$ cat src/rtl/proj_pkg.sv
// Shared definitions for the feature-map (FM) buffer: slot count and slot index type.
package proj_pkg;

  localparam int FM_BUFFER_SIZE = 8;

  // Slot index is as wide as the slot count; only the low bits ever carry a value.
  typedef logic [FM_BUFFER_SIZE-1:0] fm_index_t;

endpackage : proj_pkg

$ cat src/rtl/proj_counter.sv
// Free-running modulo-SIZE slot index counter for FM buffer addressing, with a terminal-slot flag.
// Optional embedded assertions are compiled in when PROJ_COUNTER_ASSERT_EN is defined.
module proj_counter
  import proj_pkg::*;
#(
  parameter int SIZE = FM_BUFFER_SIZE
) (
  input  logic            in_clk,
  input  logic            in_rst_n,
  output logic [SIZE-1:0] index,
  output logic            finished_count
);

  // Full-width constants, so the compare and the increment never truncate.
  localparam logic [SIZE-1:0] LAST = SIZE'(SIZE - 1);
  localparam logic [SIZE-1:0] ONE  = SIZE'(1);

  always_ff @(posedge in_clk or negedge in_rst_n) begin
    if (!in_rst_n) begin
      index <= '0;
    end else if (index == LAST) begin
      index <= '0;
    end else begin
      index <= index + ONE;
    end
  end

  // Terminal slot decoded from the registered index; low during reset because index is 0.
  assign finished_count = (index == LAST);

`ifdef PROJ_COUNTER_ASSERT_EN
  a_index_range : assert property (@(posedge in_clk) disable iff (!in_rst_n)
    index <= LAST);

  a_index_step : assert property (@(posedge in_clk) disable iff (!in_rst_n)
    $past(in_rst_n) |->
      index == (($past(index) == LAST) ? '0 : $past(index) + ONE));

  a_finished_decode : assert property (@(posedge in_clk) disable iff (!in_rst_n)
    finished_count == (index == LAST));

  // Checked on the falling edge so an asynchronous reset has already taken effect.
  a_reset_zero : assert property (@(negedge in_clk)
    !in_rst_n |-> index == '0);
`else
`endif

endmodule : proj_counter

$ cat config.mk
export PLATFORM = sky130hd
export DESIGN_NAME = proj_counter
export DESIGN_NICKNAME = d
export VERILOG_FILES = /design/src/rtl/proj_pkg.sv /design/src/rtl/proj_counter.sv
export SDC_FILE = /design/constraint.sdc
export NUM_CORES = 1
export LEC_CHECK = 0
export ABC_AREA = 1
export CAP_MARGIN = 20
export CORE_UTILIZATION = 30
export CTS_BUF_LIST = sky130_fd_sc_hd__clkbuf_16
export DETAILED_ROUTE_END_ITERATION = 16
export GPL_ROUTABILITY_DRIVEN = 0
export HOLD_SLACK_MARGIN = 0.1
export PLACE_DENSITY_LB_ADDON = 0.12
export RECOVER_POWER = 100
export SETUP_SLACK_MARGIN = 0.15
export SLEW_MARGIN = 0
export SYNTH_ARGS = -nofsm -noshare
export SYNTH_HDL_FRONTEND = slang
export SYNTH_SLANG_ARGS = --single-unit
$ cat constraint.sdc
create_clock -name in_clk -period 1.25 [get_ports in_clk]
set_input_delay 0.125 -clock in_clk [delete_from_list [all_inputs] [get_ports in_clk]]
set_output_delay 0.125 -clock in_clk [all_outputs]
set_load 0.1 [all_outputs]
After elaboration in Yosys (flattened, before gate mapping). Cells that the tools add are included.

Bits of input ports: 2. Word-level logic and storage cells: 4. Register bits: 8. Output and inout port bits: 9.

Mux-type cells: 1. Equal/unequal tests: 1. Add/subtract/negate cells: 1.

Operators with widths (number): $add A8 B1 Y8 const B (1); $eq A8 B3 Y1 const B (1); $mux W8 (1).

Longest topological paths before layout. Gate-level depths: netlist of the first run.

Depth after elaboration: 2. Gate-level depth with buffers: 6. Mapped depth without buffers: 6.

Least setup slack after synthesis of the first run. OpenSTA, ideal clock, no wires.

Path type: reg-to-reg. Start point: register index[0]. End point: register index[0]. Clock period less this slack: 2253 ps. Buffers on the path: 0. Stages on the path, launching flop included: 7. Setup time: 160 ps. Data required time: 1090 ps. Arrival time: 2093 ps. Setup slack: -1003 ps. Path through: dfrtp_1 > ha_1 > nand2_2 > inv_2 > nand3_2 > nor2_4 > nor2_1.

Cells in the longest elaborated chain, start to end: 2. Elaborated cells on any way between the ends: 3. Those cells by class: 1 x add/sub; 1 x eq/ne; 1 x mux.

Ends and longest elaborated chain: start, declared (RTL line proj_counter.sv:10) `output logic [SIZE-1:0] index,`; start signal, assigned (RTL line proj_counter.sv:24) `index <= index + ONE;`; $eq A8 B3 Y1; net finished_count (RTL line proj_counter.sv:11) `output logic finished_count`; $mux W8 (RTL line proj_counter.sv:21) `end else if (index == LAST) begin`.

The timed path passes the listed nets, and every way through them passes these cells.

Worst setup path in the final report of the first run.
Start point: register index[1]. End point: output finished_count.

Cells in the longest elaborated chain, start to end: 1.

Ends and longest elaborated chain: $eq A8 B3 Y1 (RTL line proj_counter.sv:29) `assign finished_count = (index == LAST);`; end, declared (RTL line proj_counter.sv:11).

No other way between the ends.

==> summary.md, run 1 <==
| Metric | Value |
|---|---|
| Count of cell types in the netlist | `14` |
| Setup violators final | `7` |
| Pin count of the biggest net entering global routing | `9` |
| Die width | `38.8 um` |
| Largest register by flop count | `index` |
| Type of element capturing the critical path | `primary output` |
| Max H-tree Level | `1` |
| Rows | `12` |
| Status | `finished, violations left` |
| Detailed Route WL | `915 um` |
| Number of global-route vias before repair | `325` |
| Clk Tree Root Cell | `sky130_fd_sc_hd__clkbuf_16` |
| # IOs | `11` |
| Average size of a mapped cell | `7.97 um^2` |
| Residual DRC count | `0` |
| Number of buffers added to fix hold violations after cts | `0` |
| Number of flip-flops in the largest register | `8` |
| Initial DRC count | `9` |
| TritonCTS clock tree | `done` |
| Vias | `384` |
| Required time at the endpoint of the critical path | `1.12 ns` |
| Die ar. | `1510 um^2` |
| Classification of the worst-slack hold path | `in2async` |
| Class of the most critical setup path | `reg2out` |
| Chain of cells forming the critical path | `ha_4 > nand2_4 > inv_4 > nand3_4 > nor2_4 > buf_12` |
| Critical path's top delay family | `flip-flops` |
| Post-synthesis instance area | `407 um^2` |
| Reg area | `225 um^2` |
| Registers with the most flip-flops | `index: 8 flops` |
| Final max-slew violation count | `0` |
| Antenna violations before repair | `0` |
| Standard cell core area | `1190 um^2` |
| Diodes inserted | `0` |
| Number of iterations in the first detailed-routing pass | `2` |
| Height of the die | `38.8 um` |
| All-layer global routing usage | `15.5%` |
| Starting density of the core | `34.3%` |
| Critical Path Fanout Max | `2` |
| Post-layout min period | `1.43 ns` |
| Crit-path slowest cell | `sky130_fd_sc_hd__dfrtp_4` |
| Clock Latency Late Sink | `0.23 ns` |
| Via count normalized by instance count | `4.22` |
| Final-layout fill cell count | `91` |
| Power after layout | `0.000801 W` |
| Number of instances in the synthesized netlist | `51` |
| Final-layout worst hold slack | `0.249 ns` |
| Max-cap check violation count | `0` |
| Most used cells in the layout excluding fill and tap cells | `11 x sky130_fd_sc_hd__nand2_1, 10 x sky130_fd_sc_hd__inv_1, 7 x sky130_fd_sc_hd__buf_12, 7 x sky130_fd_sc_hd__buf_4, 7 x sky130_fd_sc_hd__buf_6` |
| Layout cell share with drive strength beyond 1 | `57.1%` |
| Final cell count without fillers | `91` |
| GRT overflow | `0` |
| Maximum resistive drop on vdd | `0.760 mV` |
| Peak per-stage delay on the critical path | `0.41 ns` |
| Setup slack on the worst flop-to-flop path | `-0.09 ns` |
| Warnings, synthesis | `0` |
| Setup repair after global routing missed its margin | `yes` |
| Hpwl dp | `595 um` |
| Longest Clk Path Bufs | `2` |
| Part of the Yosys area used for sequential elements | `49.2%` |
| Actual transition at the worst max-transition pin | `0.377 ns` |
| Highest clock rate | `701 MHz` |
| Final clock skew | `0.000652 ns` |
| CP arrival | `1.30 ns` |
| Area growth from synthesis to final layout | `111%` |
| Max-slew headroom | `74.8%` |
| Buf/Inv on CP | `2` |
| Net count after synthesis | `54` |
| Startpoint of the worst-slack reg-to-reg timing path | `index[1]$_DFF_PN0_` |
| Post-synthesis register bit count | `8` |
| Dpl cells | `79` |
| NumNets Final | `82` |
| Worst Setup Slack, final | `-0.176 ns` |
| Type of element launching the critical path | `register` |
| TritonCTS Buffers | `3` |
| Reg clk slew, reported paths | `0.04 ns` |
| Total power per unit cell area | `932 nW/um^2` |
| Number of nets with antenna violations after detailed routing | `0` |
| Timing startpoint of the critical path | `index[1]$_DFF_PN0_` |
| Average detailed-routed wire length per instance | `10.1 um` |
| Final hold violation count | `0` |
| Area of the multi-input gates | `209 um^2` |
| Commonest non-fill, non-tap cell in the layout | `sky130_fd_sc_hd__nand2_1` |
| Portion of the clock cycle consumed by the worst path in the final layout | `114%` |
| Leakage | `0.428 nW` |
| First-pass GRT wire length | `1430 um` |
| IO buf count | `10` |
| Clk sink count | `8` |
| Violated checks | `setup timing` |
Yosys cell counts:
library cell / count / area (um^2)
sky130_fd_sc_hd__dfrtp_1: 8 / 200
sky130_fd_sc_hd__nor2_1: 7 / 26.3
sky130_fd_sc_hd__nand2_2: 1 / 6.26
sky130_fd_sc_hd__inv_2: 1 / 3.75
sky130_fd_sc_hd__nand2_1: 11 / 41.3
sky130_fd_sc_hd__ha_1: 1 / 12.5
sky130_fd_sc_hd__inv_1: 10 / 37.5
sky130_fd_sc_hd__a21oi_1: 1 / 5.00
sky130_fd_sc_hd__nand4_1: 1 / 6.26
sky130_fd_sc_hd__nor3_1: 1 / 5.00
sky130_fd_sc_hd__o21ai_0: 2 / 10.0
sky130_fd_sc_hd__nand3_2: 1 / 10.0
sky130_fd_sc_hd__nand3_1: 4 / 20.0
sky130_fd_sc_hd__nor2_4: 2 / 22.5
layer usage:
| metal | wire, um | share of wire (%) | global-route usage, % | up-vias |
|---|---|---|---|---|
| met1 | 404 | 44 | 18.8 | 168 |
| met2 | 445 | 49 | 19.6 | 9 |
| met4 | 0 | 0 | 7.76 | 0 |
| li1 | - | - | - | 207 |
| met3 | 65 | 7.1 | 11.6 | 0 |
| met5 | 0 | 0 | 0 | - |
kinds of logic (layout without fill, tap and decap cells):
family,after synthesis,in the layout,share of synthesized area [%]
and+or+nand+nor,28,28,33.8
adders and majority gates,1,1,3.08
AOI/OAI and AO/OA,3,3,3.69
DFF,8,8,49.2
buffers and inverters,11,37,10.2
timing repair:
action | 4_1_cts | 5_1_grt
endpoints found under the setup margin | 7 | 11
pin swaps | 3 | 4
setup buffers | 5 | 4
resized for setup | 6 | 10
hold endpoints to repair | 0 | 0
worst paths after layout:
kind	cells after the start	end
worst max register to register	9	index[1]$_DFF_PN0_
worst min register to register	2	index[6]$_DFF_PN0_
worst min-delay path	1	index[4]$_DFF_PN0_
worst max-delay path	6	finished_count
min in group in_clk	2	index[6]$_DFF_PN0_
max in group asynchronous	1	index[3]$_DFF_PN0_
cell type report:
type / instances / area share (%)
Sequential cell: 8 / 26.2
Timing Repair Buffer: 23 / 33.6
Tap cell: 14 / 2.04
Clock buffer: 3 / 8.73
Inverter: 11 / 5.09
Multi-Input combinational cell: 32 / 24.3
power by group:
group	total [W]	switching [W]	leakage, nW	internal [W]
Clock	0.000534	0.000122	0.0370	0.000412
Combinational	0.00000710	0.00000495	0.297	0.00000215
Sequential	0.000260	0	0.0946	0.000260
Total	0.000801	0.000127	0.428	0.000675
per-stage QoR:
stage	setup WS [ns]	instance area [um^2]	util, %	TNS, ns
2_1_floorplan	-0.515	444	-	-1.97
3_3_place_gp	0.0264	682	57.5	0
3_5_place_dp	0.0255	682	57.5	0
4_1_cts	-0.159	820	69.1	-0.164
5_1_grt	-0.214	860	72.5	-0.947
6_report	-0.176	860	72.5	-0.548
No activity file was read; power rests on OpenSTA's default activity.
==> inputs of run 2 (changes only) <==
- CELL_PAD_IN_SITES_DETAIL_PLACEMENT: unset -> 0
- CELL_PAD_IN_SITES_GLOBAL_PLACEMENT: unset -> 1
==> summary.md, run 2 (same netlist as run 1, synthesis figures left out) <==
| Metric | Value |
|---|---|
| Status | `finished, violations left` |
| Violated checks | `setup timing` |
| Detail Route met2 WL | `584 um` |
| Commonest non-fill, non-tap cell in the layout | `sky130_fd_sc_hd__nand2_1` |
| Pin count of the biggest net entering global routing | `9` |
| Detailed Route WL | `1110 um` |
| Post-layout min period | `1.43 ns` |
| Antenna violations before repair | `0` |
| Clk Tree Root Cell | `sky130_fd_sc_hd__clkbuf_16` |
| Peak per-stage delay on the critical path | `0.41 ns` |
| Portion of the clock cycle consumed by the worst path in the final layout | `114%` |
| Number of iterations in the first detailed-routing pass | `4` |
| Area growth from synthesis to final layout | `110%` |
| Sum of negative setup slack | `-0.581 ns` |
| Layout cell share with drive strength beyond 1 | `60.5%` |
| Actual transition at the worst max-transition pin | `0.404 ns` |
| Starting density of the core | `34.3%` |
| Total power per unit cell area | `954 nW/um^2` |
| Final hold violation count | `0` |
| Worst Setup Slack, final | `-0.177 ns` |
| Longest Clk Path Bufs | `2` |
| IO buf count | `10` |
| Sum of routed wire segments on met1 | `421 um` |
| Type of element capturing the critical path | `primary output` |
| Final-layout fill cell count | `89` |
| First-pass GRT wire length | `1560 um` |
| Average detailed-routed wire length per instance | `12.4 um` |
| Max layer used | `met4` |
| # IOs | `11` |
| Final max-slew violation count | `0` |
| Vias | `418` |
| Required time at the endpoint of the critical path | `1.12 ns` |
| Final-layout worst hold slack | `0.253 ns` |
| All-layer global routing usage | `16.4%` |
| Rows | `12` |
| Highest clock rate | `701 MHz` |
| Endpoint of the most critical register-to-register path | `index[0]$_DFF_PN0_` |
| Setup repair after global routing missed its margin | `yes` |
| Crit-path slowest cell | `sky130_fd_sc_hd__dfrtp_4` |
| Post-placement setup slack | `0.0372 ns` |
| Dpl cells | `79` |
| Hpwl dp | `704 um` |
| Cells on worst reg2reg path | `9` |
| Final cell count without fillers | `90` |
| Critical Path Fanout Max | `2` |
| Detailed-routed wire length on met3 | `91 um` |
| Residual DRC count | `0` |
| Clk sink count | `8` |
| Leakage | `0.415 nW` |
| NumNets Final | `81` |
| Number of flip-flops in the largest register | `8` |
| Setup violators final | `5` |
| Reg clk slew, reported paths | `0.04 ns` |
| Via count normalized by instance count | `4.64` |
| Final cell utilization of the core | `72.0%` |
| Diodes inserted | `0` |
| Most used cells in the layout excluding fill and tap cells | `11 x sky130_fd_sc_hd__nand2_1, 9 x sky130_fd_sc_hd__buf_4, 8 x sky130_fd_sc_hd__inv_1, 8 x sky130_fd_sc_hd__buf_12, 6 x sky130_fd_sc_hd__dfrtp_4` |
| Height of the die | `38.8 um` |
| Initial DRC count | `2` |
| Chain of cells forming the critical path | `ha_4 > nand2_4 > inv_2 > nand3_2 > nor2_4 > buf_12` |
| Maximum resistive drop on vdd | `1.10 mV` |
| Type of element launching the critical path | `register` |
| Registers with the most flip-flops | `index: 8 flops` |
| Max-slew headroom | `72.9%` |
| Standard cell core area | `1190 um^2` |
| Largest register by flop count | `index` |
| Setup slack on the worst flop-to-flop path | `-0.14 ns` |
| Number of global-route vias before repair | `366` |
| Die width | `38.8 um` |
| Clock Latency Late Sink | `0.24 ns` |
| Startpoint of the worst-slack reg-to-reg timing path | `index[0]$_DFF_PN0_` |
| TritonCTS clock tree | `done` |
| Classification of the worst-slack hold path | `in2async` |
| Number of nets with antenna violations after detailed routing | `0` |
| Class of the most critical setup path | `reg2out` |
| GRT overflow | `0` |
| Max H-tree Level | `1` |
| Max-cap check violation count | `0` |
| CP arrival | `1.30 ns` |
| TritonCTS Buffers | `3` |
| Die ar. | `1510 um^2` |
| Final clock skew | `0.00521 ns` |
==> run 2: worst max-delay path, delay by kind of cell, from the launching register on <==
family	cells	cell delay, ns
DFF	1	0.41
buffers and inverters	2	0.23
adders and majority gates	1	0.15
and+or+nand+nor	3	0.26
==> run 2: report_power, final <==
group / internal [W] / switching, W
logic: 0.00000215 / 0.00000532
registers: 0.000260 / 0
clock network: 0.000413 / 0.000134
==> run 2: final cells by class <==
| cell class | count | area [um^2] | area share [%] |
|---|---|---|---|
| clock buffers | 3 | 75.1 | 8.78 |
| inverters | 11 | 43.8 | 5.12 |
| multi-input cells | 32 | 214 | 25.0 |
| flip-flops and latches | 8 | 225 | 26.4 |
| well taps | 14 | 17.5 | 2.05 |
| repair buffers | 22 | 279 | 32.7 |
==> run 2: worst max path at each step <==
| stage | slack [ns] | endpoint | startpoint |
|---|---|---|---|
| after global placement | 0.07 | finished_count | index[1]$_DFF_PN0_ |
| after floorplan | -0.52 | index[0]$_DFF_PN0_ | index[0]$_DFF_PN0_ |
| after CTS | -0.16 | finished_count | index[1]$_DFF_PN0_ |
| after global routing | -0.21 | finished_count | index[0]$_DFF_PN0_ |
| after detailed placement | 0.04 | finished_count | index[1]$_DFF_PN0_ |
| final | -0.18 | finished_count | index[0]$_DFF_PN0_ |
==> run 2: repair_timing <==
item                                    4_1_cts  5_1_grt
endpoints found under the setup margin        7       10
cloned                                        0        0
pin swaps                                     2        4
setup buffers                                 2        6
hold buffers                                  0        0
resized for setup                             5       11
==> run 2: routing by layer <==
layer | up-vias | global-route usage (%)
li1 | 207 | -
met1 | 199 | 17.6
met2 | 10 | 24.6
met3 | 2 | 12.7
met4 | 0 | 5.17
met5 | - | 0
==> run 2: per-stage QoR <==
stage               power, W  instance area, um^2
global placement    0.000272                  682
floorplan           0.000264                  444
detailed placement  0.000272                  682
global route        0.000833                  855
CTS                 0.000816                  787
finish              0.000815                  855
==> inputs of run 3 (changes only) <==
- CTS_CLUSTER_SIZE: unset -> 14
==> results of run 3 <==
Final layout, timing and power as in run 2 (identical DEF).
